--- config.mk ---
export PLATFORM = sky130hd
export DESIGN_NAME = conv_window_addr_gen
export DESIGN_NICKNAME = d
export VERILOG_FILES = /design/src/rtl/ttpu_addr_pkg.sv /design/src/rtl/conv_tap_counter.sv /design/src/rtl/conv_window_addr_gen.sv
export SDC_FILE = /design/constraint.sdc
export NUM_CORES = 2
export LEC_CHECK = 0
export ABC_AREA = 1
export CAP_MARGIN = 40
export CORE_ASPECT_RATIO = 0.5
export CORE_UTILIZATION = 40
export DETAILED_ROUTE_END_ITERATION = 7
export PLACE_DENSITY = 0.59
export SLEW_MARGIN = 10
export SYNTH_ARGS = -nofsm -noshare
export SYNTH_HDL_FRONTEND = slang
export SYNTH_HIERARCHICAL = 1
export SYNTH_SLANG_ARGS = --single-unit
--- constraint.sdc ---
create_clock -name clk -period 17 [get_ports clk]
set_input_delay 3.4 -clock clk [delete_from_list [all_inputs] [get_ports clk]]
set_output_delay 3.4 -clock clk [all_outputs]
set_load 0.02 [all_outputs]
--- src/rtl/ttpu_addr_pkg.sv ---
// ttpu_addr_pkg: shared widths, address type and FSM states for the TTPU window address generator.
package ttpu_addr_pkg;
  localparam int AG_N_UNITS = 16;
  localparam int AG_ADDR_W = 16;
  localparam int AG_KDIM_W = 8;
  localparam int AG_TAP_W = 16;
  localparam int AG_DIL_MIN = 1;
  typedef logic [AG_ADDR_W-1:0] addr_t;
  typedef enum logic [1:0] {AG_IDLE, AG_LOAD, AG_RUN, AG_DONE} ag_state_e;
endpackage

--- src/rtl/conv_tap_counter.sv ---
// conv_tap_counter: row-major kx/ky walk of a dilated kernel window with a shared offset accumulator.
module conv_tap_counter
  import ttpu_addr_pkg::*;
#(
  parameter int ADDR_W = AG_ADDR_W,
  parameter int KDIM_W = AG_KDIM_W,
  parameter int TAP_W = AG_TAP_W
) (
  input  logic              clk,
  input  logic              rst,
  input  logic              i_clr,
  input  logic              i_adv,
  input  logic [KDIM_W-1:0] i_kw,
  input  logic [KDIM_W-1:0] i_kh,
  input  logic [7:0]        i_dil,
  input  logic [ADDR_W-1:0] i_width,
  output logic [ADDR_W-1:0] o_offset,
  output logic [TAP_W-1:0]  o_tap_idx,
  output logic              o_last_tap
);
  logic [KDIM_W-1:0] r_kx, r_ky;
  logic [ADDR_W-1:0] r_offset, w_dil, w_row_step;
  logic [TAP_W-1:0] r_tap;
  logic w_row_end;
  assign w_dil = ADDR_W'(i_dil);
  // jump from the last tap of a row back to kx=0 of the next dilated row
  assign w_row_step = i_width * w_dil - (ADDR_W'(i_kw) - ADDR_W'(1)) * w_dil;
  assign w_row_end = r_kx == i_kw - KDIM_W'(1);
  assign o_last_tap = w_row_end && r_ky == i_kh - KDIM_W'(1);
  assign o_offset = r_offset;
  assign o_tap_idx = r_tap;
  always_ff @(posedge clk or posedge rst) begin
    if (rst) begin
      r_kx <= '0;
      r_ky <= '0;
      r_offset <= '0;
      r_tap <= '0;
    end else if (i_clr) begin
      r_kx <= '0;
      r_ky <= '0;
      r_offset <= '0;
      r_tap <= '0;
    end else if (i_adv) begin
      r_kx <= w_row_end ? '0 : r_kx + KDIM_W'(1);
      r_ky <= w_row_end ? r_ky + KDIM_W'(1) : r_ky;
      r_offset <= r_offset + (w_row_end ? w_row_step : w_dil);
      r_tap <= r_tap + TAP_W'(1);
    end
  end
endmodule

--- src/rtl/conv_window_addr_gen.sv ---
// conv_window_addr_gen: per-lane 2D convolution window address stream over valid/ready.
// Optional TTPU_AG_BOUNDS_EN adds img_size capture and per-lane out-of-bounds flags.
module conv_window_addr_gen
  import ttpu_addr_pkg::*;
#(
  parameter int N_UNITS = AG_N_UNITS,
  parameter int ADDR_W = AG_ADDR_W,
  parameter int KDIM_W = AG_KDIM_W,
  parameter int TAP_W = AG_TAP_W
) (
  input  logic                        clk,
  input  logic                        rst,
  input  logic                        i_start,
  input  logic [ADDR_W-1:0]           i_start_addr,
  input  logic [KDIM_W-1:0]           i_kernel_w,
  input  logic [KDIM_W-1:0]           i_kernel_h,
  input  logic [7:0]                  i_dilation,
  input  logic [7:0]                  i_stride,
  input  logic [ADDR_W-1:0]           i_width,
  input  logic [N_UNITS-1:0]          i_active_units,
  input  logic                        i_addr_ready,
`ifdef TTPU_AG_BOUNDS_EN
  input  logic [ADDR_W-1:0]           i_img_size,
  output logic [N_UNITS-1:0]          o_oob,
`endif
  output logic                        o_busy,
  output logic                        o_done,
  output logic                        o_addr_valid,
  output logic [N_UNITS*ADDR_W-1:0]   o_addr_out,
  output logic [N_UNITS-1:0]          o_unit_en,
  output logic [TAP_W-1:0]            o_tap_idx,
  output logic                        o_last_tap
);
  localparam int LANE_W = N_UNITS > 1 ? $clog2(N_UNITS) : 1;
  ag_state_e r_state, w_next;
  logic [ADDR_W-1:0] r_next_base, r_width, w_offset;
  logic [ADDR_W-1:0] r_base [N_UNITS];
  logic [KDIM_W-1:0] r_kw, r_kh;
  logic [7:0] r_dil, r_stride;
  logic [N_UNITS-1:0] r_mask;
  logic [LANE_W-1:0] r_lane;
  logic w_load_end, w_run, w_adv, w_last;
  assign w_load_end = r_lane == LANE_W'(N_UNITS - 1);
  assign w_adv = w_run && i_addr_ready;
  always_ff @(posedge clk or posedge rst) begin
    if (rst) r_state <= AG_IDLE;
    else r_state <= w_next;
  end
  always_comb begin
    w_next = r_state;
    w_run = r_state == AG_RUN;
    o_busy = r_state == AG_LOAD || r_state == AG_RUN;
    o_done = r_state == AG_DONE;
    case (r_state)
      AG_IDLE: w_next = i_start ? AG_LOAD : AG_IDLE;
      AG_LOAD: w_next = w_load_end ? (|r_mask ? AG_RUN : AG_DONE) : AG_LOAD;
      AG_RUN:  w_next = w_adv && w_last ? AG_DONE : AG_RUN;
      default: w_next = AG_IDLE;
    endcase
  end
  assign o_addr_valid = w_run;
  always_ff @(posedge clk or posedge rst) begin
    if (rst) begin
      r_next_base <= '0;
      r_width <= '0;
      r_kw <= '0;
      r_kh <= '0;
      r_dil <= '0;
      r_stride <= '0;
      r_mask <= '0;
      r_lane <= '0;
      for (int j = 0; j < N_UNITS; j++) r_base[j] <= '0;
    end else if (r_state == AG_IDLE && i_start) begin
      r_next_base <= i_start_addr;
      r_width <= i_width;
      r_kw <= i_kernel_w == '0 ? KDIM_W'(1) : i_kernel_w;
      r_kh <= i_kernel_h == '0 ? KDIM_W'(1) : i_kernel_h;
      r_dil <= i_dilation == '0 ? 8'(AG_DIL_MIN) : i_dilation;
      r_stride <= i_stride;
      r_mask <= i_active_units;
      r_lane <= '0;
    end else if (r_state == AG_LOAD) begin
      // active lanes are packed at stride spacing; inactive lanes consume no slot
      r_base[r_lane] <= r_mask[r_lane] ? r_next_base : '0;
      r_next_base <= r_mask[r_lane] ? r_next_base + ADDR_W'(r_stride) : r_next_base;
      r_lane <= r_lane + LANE_W'(1);
    end
  end
  conv_tap_counter #(.ADDR_W(ADDR_W), .KDIM_W(KDIM_W), .TAP_W(TAP_W)) u_tap (
    .clk(clk),
    .rst(rst),
    .i_clr(r_state == AG_LOAD),
    .i_adv(w_adv),
    .i_kw(r_kw),
    .i_kh(r_kh),
    .i_dil(r_dil),
    .i_width(r_width),
    .o_offset(w_offset),
    .o_tap_idx(o_tap_idx),
    .o_last_tap(w_last)
  );
  assign o_last_tap = w_run && w_last;
  assign o_unit_en = r_mask;
`ifdef TTPU_AG_BOUNDS_EN
  logic [ADDR_W-1:0] r_img_size;
  always_ff @(posedge clk or posedge rst) begin
    if (rst) r_img_size <= '0;
    else if (r_state == AG_IDLE && i_start) r_img_size <= i_img_size;
  end
`endif
  for (genvar g = 0; g < N_UNITS; g++) begin : g_lane
    assign o_addr_out[g*ADDR_W +: ADDR_W] = w_run && r_mask[g] ? r_base[g] + w_offset : '0;
`ifdef TTPU_AG_BOUNDS_EN
    logic [ADDR_W:0] w_sum;
    // one extra bit so a sum that wraps past 2^ADDR_W still compares as out of bounds
    assign w_sum = {1'b0, r_base[g]} + {1'b0, w_offset};
    assign o_oob[g] = w_run && r_mask[g] && w_sum >= {1'b0, r_img_size};
`endif
  end
endmodule
### After elaboration in Yosys (flattened, before gate mapping)

Index checks and enable logic that the tools add are counted.

| word-level totals | value |
|---|---|
| bits in registers | 390 |
| logic and storage cells | 149 |
| output and inout bits | 292 |
| input port bits | 84 |

| operators by class | value |
|---|---|
| bitwise logic cells | 2 |
| $mul | 2 |
| equality and inequality tests | 6 |
| reductions and logical operators | 35 |
| add/subtract/negate cells | 26 |
| mux-type cells | 46 |
| magnitude comparators | 3 |

Operator list:

| kind | number |
|---|---|
| 2-to-1 mux 16 bit | 26 |
| adder 16 bit | 17 |
| bitwise mux 256 bit | 1 |
| 2-to-1 mux 8 bit | 9 |
| demux 16 bit (select 4 bit) | 1 |
| multiplier 16 x 8 -> 16 bit | 2 |
| logical NOT 8 bit | 3 |
| logical AND 1 bit | 22 |
| adder 16 x 1 -> 16 bit (second input constant) | 1 |
| adder 16 x 8 -> 16 bit | 1 |
| adder 8 x 1 -> 8 bit (second input constant) | 2 |
| == test 8 bit | 2 |
| OR reduction 16 bit | 1 |
| subtractor 16 bit | 1 |
| subtractor 8 x 1 -> 8 bit (second input constant) | 2 |
| subtractor 8 x 1 -> 9 bit (second input constant) | 1 |
| 2-to-1 mux 4 bit | 2 |
| nonzero test 2 bit | 4 |
| one-hot mux 2 bit (3 select lines) | 1 |
| AND reduction 2 bit | 3 |
| >= comparator 5 bit (second input constant) | 1 |
| < comparator 4 x 5 -> 1 bit (second input constant) | 1 |
| < comparator 5 x 1 -> 1 bit (second input constant) | 1 |
| inverter 4 -> 5 bit | 1 |
| other kinds (10) | 14 |

### Logic depth before layout (Yosys ltp)

| depth | value |
|---|---|
| word-level depth | 7 |
| depth in mapped cells | 43 |
| depth with buffers taken out | 42 |

### Cells and area by module

Netlist, hierarchy kept.

Modules (own cells, without submodules):

| module | seq. area each (um2) | cells each | instances | area each (um2) |
|---|---|---|---|---|
| conv_window_addr_gen | 8,558.2 | 3,807 | 1 | 26,735.6 |
| conv_tap_counter | 1,201.2 | 1,247 | 1 | 9,347.7 |

### Worst setup path before layout

Ideal clock, no wire load.

| timing path | value |
|---|---|
| kind | register to register |
| from | register r_kw[0] |
| to | register u_tap.r_offset[15], in the netlist u_tap/o_offset[15] |
| period minus slack after synthesis | 7.359 ns |
| data required time | 16.883 ns |
| cell stages (with the launch flop) | 40 |
| path slack | 9.641 ns |
| arrival | 7.242 ns |
| buffers on the path | 1 |
| setup time | 0.117 ns |
| cell sequence | dfrtp_1 -> buf_6 -> inv_2 -> ha_1 -> nand3_1 -> nor2_1 -> nand2_1 -> fa_1 -> inv_1 -> fa_1 -> fa_1 -> inv_1 -> fa_1 -> fa_1 -> inv_1 -> fa_1 -> inv_1 -> ha_1 -> [... 4 more ...] -> o21ai_0 -> nand2_1 -> nand2_1 -> nand2_1 -> a21oi_1 -> xor2_1 -> nor2_1 -> ha_1 -> nand2_1 -> nor4_1 -> nand2_1 -> nand4_1 -> xor2_1 -> inv_1 -> nand2_1 -> nand2_1 -> nand2_1 -> nand2_1 |

| on the way | value |
|---|---|
| longest elaborated chain between the ends | 7 |
| elaborated cells between the ends (all ways) | 9 |
| those cells by class | add/sub: 4; mul: 1; eq/ne: 1; mux: 3 |

RTL lines:

| what | line | RTL |
|---|---|---|
| from (decl) | conv_window_addr_gen.sv:38 | `logic [KDIM_W-1:0] r_kw, r_kh;` |
| from (signal assigned) | conv_window_addr_gen.sv:76 | `r_kw <= i_kernel_w == '0 ? KDIM_W'(1) : i_kernel_w;` |
| subtractor 8 x 1 -> 9 bit | conv_tap_counter.sv:27 | `assign w_row_step = i_width * w_dil - (ADDR_W'(i_kw) - ADDR_W'(1)) * w_dil;` |
| multiplier 16 x 8 -> 16 bit | conv_tap_counter.sv:27 |  |
| subtractor 16 bit | conv_tap_counter.sv:27 |  |
| 2-to-1 mux 16 bit (*) | conv_tap_counter.sv:46 | `r_offset <= r_offset + (w_row_end ? w_row_step : w_dil);` |
| adder 16 bit (*) | conv_tap_counter.sv:46 |  |
| 2-to-1 mux 16 bit (*) | conv_tap_counter.sv:43 | `end else if (i_adv) begin` |
| 2-to-1 mux 16 bit (*) | conv_tap_counter.sv:38 | `end else if (i_clr) begin` |
| to (signal assigned) | conv_tap_counter.sv:46 |  |
| to (decl) | conv_tap_counter.sv:22 | `logic [ADDR_W-1:0] r_offset, w_dil, w_row_step;` |

Mark *: on every way between the ends. The rest lies on a longest branch, timed or not. The select of a mux whose other input is x is not followed.
A chain may end at the register's enable or synchronous reset.

### Worst setup path in the final report

Ends and elaborated chain as after synthesis.

==> Implementation_results.wiki <==
{| class="wikitable"
! Metric !! Value
|-
| Status || complete, no violations
|-
| Reg-to-reg endpoint || u_tap/o_offset[15]
|-
| Commonest cells after routing, fill and taps aside || 1393 x sky130_fd_sc_hd__nand2_1, 602 x sky130_fd_sc_hd__inv_1, 458 x sky130_fd_sc_hd__nor2_1
|-
| Cell occurring most often along the worst timing path || sky130_fd_sc_hd__nand2_1
|-
| Period utilization || 47.7%
|-
| CTS Hold Bufs || 0
|-
| Vias in the first global route || 33453
|-
| Hold Slack || 0.467 ns
|-
| Commonest non-fill, non-tap cell in the layout || sky130_fd_sc_hd__nand2_1
|-
| Layout cell share with drive strength beyond 1 || 5.20%
|-
| WP data required || 17.47 ns
|-
| Later-pin clock latency in the skew report || 0.60 ns
|-
| Number of buffers added by the clock tree synthesis step || 42
|-
| Number of inserted diodes || 0
|-
| Nature of the critical path endpoint || flop
|-
| Pin count of the biggest net entering global routing || 163
|-
| First-iteration detailed-routing DRC count || 2702
|-
| Sequential element share of the synthesized area || 27.0%
|-
| Wirelength per Cell || 19.3 um
|-
| Number of sinks on the clock net || 390
|-
| Pins Over Slew Limit || 0
|-
| Synthesized net count || 5626
|-
| Fin. Hold Viols || 0
|-
| Die width || 427 um
|-
| DIE AREA || 91500 um^2
|-
| CP Capture Point || u_tap/o_offset[15]
|-
| Sum of routed wire length over all layers || 127000 um
|-
| Launching point of the worst reg2reg path || r_kw[0]
|-
| Clock input transition at the sequential cells of the worst setup and hold paths || 0.07 ns
|-
| Total cell area at the placement stage || 41300 um^2
|-
| Global placer's final weighted congestion || 0.945
|-
| Number of gates given a new drive strength after cts || 0
|-
| Worst-case clock skew || 0.0286 ns
|-
| Post-CTS setup repair buffer count || 0
|-
| TritonCTS clock tree || done
|-
| Number of port buffers || 375
|-
| Kind of critical path || reg -> reg
|-
| Setup slack of the worst register-to-register path || 8.90 ns
|-
| Max-cap violation count || 0
|-
| Number of flops mapped to enable cells by yosys || 0
|-
| Tightest slew margin relative to the limit || 36.6%
|-
| Floorplan Core Area || 88800 um^2
|-
| Tot GR Track Use || 27.4%
|-
| Final nets || 5963
|-
| Number of different library cells in the post-synthesis netlist || 54
|-
| Maximum cell stage delay along the critical path || 0.62 ns
|-
| Global-route wire length before repair || 194000 um
|-
| Register-to-Register Path Depth || 38
|-
| Arrival time at the worst endpoint || 8.57 ns
|-
| Max stage delay cell, worst path || sky130_fd_sc_hd__fa_1
|-
| Initial core utilization || 40.6%
|-
| Number of antenna violations at the first check in global routing || 4
|-
| Deepest level of the CTS H-tree || 2
|-
| Dominant synthesized flop cell || sky130_fd_sc_hd__dfrtp_1
|-
| RSZ-0062 raised after global routing || no
|-
| Final HPWL from detailed placement || 93500 um
|-
| Number of routed nets with antenna violations || 0
|-
| Total setup violations reported at the end of the flow || 0
|-
| Fmax || 0.123 GHz
|-
| FFs w/ async S/R, synth || 100%
|-
| Std cell rows || 77
|-
| Mapped Avg Cell Area || 7.14 um^2
|-
| Clock buffer depth || 3
|-
| Slew at the pin closest to its max-slew limit || 0.952 ns
|-
| Post-Syn Area || 36100 um^2
|-
| CTS Root Buffer Type || sky130_fd_sc_hd__clkbuf_16
|-
| Vertical die dimension || 214 um
|-
| Tmin final || 8.10 ns
|-
| Largest fanout on the critical path || 10
|-
| Number of remaining DRC errors || 0
|-
| Number of placed I/O pins || 376
|-
| Synthesized flop and latch total || 390
|-
| Crit start category || flop
|-
| Per-cell via count in the routed design || 5.30
|-
| Worst setup path startpoint || r_kw[0]
|-
| Warnings, synthesis || 6
|-
| Hold Crit Class || reg -> reg
|-
| Post-route design area || 42800 um^2
|-
| Post-synthesis cell count || 5054
|-
| Leftover overflow at the end of global routing || 0
|-
| Setup TNS Final || 0 ns
|-
| Number of vias after detailed routing || 35025
|-
| Area Overhead vs Synth || 18.5%
|-
| Number of iterations in the first detailed-routing pass || 6
|}
[cell usage after synthesis, types with 2 or more instances]
cell                       number  area share (%)
sky130_fd_sc_hd__fa_1         160             8.9
sky130_fd_sc_hd__buf_6         12            0.37
sky130_fd_sc_hd__nor2_2         2           0.035
sky130_fd_sc_hd__o21a_1        15            0.31
sky130_fd_sc_hd__buf_4          2           0.042
sky130_fd_sc_hd__nand2_4       11            0.34
sky130_fd_sc_hd__dfrtp_1      390              27
sky130_fd_sc_hd__buf_2          9            0.12
sky130_fd_sc_hd__o21ai_2      102             2.5
sky130_fd_sc_hd__xor2_2         3            0.14
sky130_fd_sc_hd__nor2_1       458             4.8
sky130_fd_sc_hd__a21oi_1      432             6.0
sky130_fd_sc_hd__nand2_1     1394              15
sky130_fd_sc_hd__o22ai_1        6            0.10
sky130_fd_sc_hd__buf_1          5           0.052
sky130_fd_sc_hd__clkinv_1       5           0.052
sky130_fd_sc_hd__nor3_1        44            0.61
sky130_fd_sc_hd__xor2_1        61             1.5
sky130_fd_sc_hd__a21o_1        42            0.87
sky130_fd_sc_hd__nand3b_1       6            0.12
sky130_fd_sc_hd__a31oi_1        4           0.069
sky130_fd_sc_hd__clkbuf_1     104             1.1
sky130_fd_sc_hd__nand2b_1       8            0.14
sky130_fd_sc_hd__a32o_1         2           0.055
sky130_fd_sc_hd__nor3b_1        5            0.10
sky130_fd_sc_hd__o21ai_1        5           0.069
sky130_fd_sc_hd__xnor2_1       27            0.66
sky130_fd_sc_hd__o21bai_1      24            0.50
sky130_fd_sc_hd__o31ai_1        3           0.062
sky130_fd_sc_hd__nand4_1       31            0.54
sky130_fd_sc_hd__o21ai_0      415             5.8
sky130_fd_sc_hd__inv_1        605             6.3
sky130_fd_sc_hd__a41oi_1        3           0.073
sky130_fd_sc_hd__nand3_1      280             3.9
sky130_fd_sc_hd__nor4_1         7            0.12
sky130_fd_sc_hd__a211oi_1       3           0.062
sky130_fd_sc_hd__o211ai_1       2           0.042
sky130_fd_sc_hd__inv_2         15            0.16
sky130_fd_sc_hd__or2_2          8            0.14
sky130_fd_sc_hd__a22o_1         3           0.073
sky130_fd_sc_hd__ha_1         328              11
[layout make-up]
| class | count | area [um^2] |
|---|---|---|
| fill | 8990 | 46100 |
| multi-input combinational | 3904 | 23300 |
| sequential | 390 | 9770 |
| timing repair buffer | 427 | 4430 |
| inverter | 626 | 2360 |
| tap | 1185 | 1480 |
| clock buffer | 58 | 1220 |
| clock inverter | 18 | 151 |
[metal layers]
metal / routed length [um] / part of all wire [%] / track usage, %
met1: 54700 / 43 / 35.9
met2: 62200 / 49 / 47.4
met3: 6180 / 4.9 / 2.72
met4: 4200 / 3.3 / 8.55
met5: 0 / 0 / 0
[state kept, by name, summed over array words and instances (netlist names), 8 cells and up]
register         count
o_unit_en           16
r_width             16
r_stride             8
u_tap/r_kx           8
u_tap/o_tap_idx     16
r_kw                 8
u_tap/o_offset      16
r_kh                 8
r_dil                8
r_base             256
r_next_base         16
u_tap/r_ky           8
[per-stage QoR]
step / utilization [%] / std cells / worst slack (ns)
floorplan: - / 5054 / 4.12
global placement: 46.1 / 6513 / 8.99
detailed placement: 46.5 / 6530 / 8.91
CTS: 48.1 / 6606 / 8.87
global route: 48.1 / 6608 / 8.28
finish: 48.1 / 6608 / 8.90
[critical path, delay by kind of cell (launching register included)]
kind	cells	cell delay [ns]
XOR/XNOR	2	0.36
adder cells (fa/ha/maj)	9	4.08
AND/OR/NAND/NOR	16	1.76
buffers and inverters	6	0.43
flip-flops	1	0.50
AO/OA/AOI/OAI	5	0.85
[kinds of logic (layout without fill, tap and decap cells)]
family | Yosys count | in the layout | share of synthesized area, %
buffers and inverters | 760 | 1129 | 8.26
adder cells (fa/ha/maj) | 488 | 488 | 20.3
XOR/XNOR | 92 | 92 | 2.35
AND/OR/NAND/NOR | 2261 | 2261 | 25.5
flip-flops | 390 | 390 | 27.0
AO/OA/AOI/OAI | 1063 | 1063 | 16.6
[worst min path at each step]
stage	startpoint	to	slack, ns	cells past startpoint
3_5_place_dp	u_tap/o_tap_idx[15]	u_tap/o_tap_idx[15]	0.46	1
6_report	u_tap/o_tap_idx[15]	u_tap/o_tap_idx[15]	0.47	1
2_1_floorplan	r_dil[5]	r_dil[5]	0.45	2
4_1_cts	u_tap/o_tap_idx[15]	u_tap/o_tap_idx[15]	0.47	1
5_1_grt	u_tap/o_tap_idx[15]	u_tap/o_tap_idx[15]	0.50	1
3_3_place_gp	u_tap/o_tap_idx[15]	u_tap/o_tap_idx[15]	0.46	1
Power is left out: the tool's default activity adds up to more than one toggle a clock period on the data nets, which glitch-free logic cannot reach.
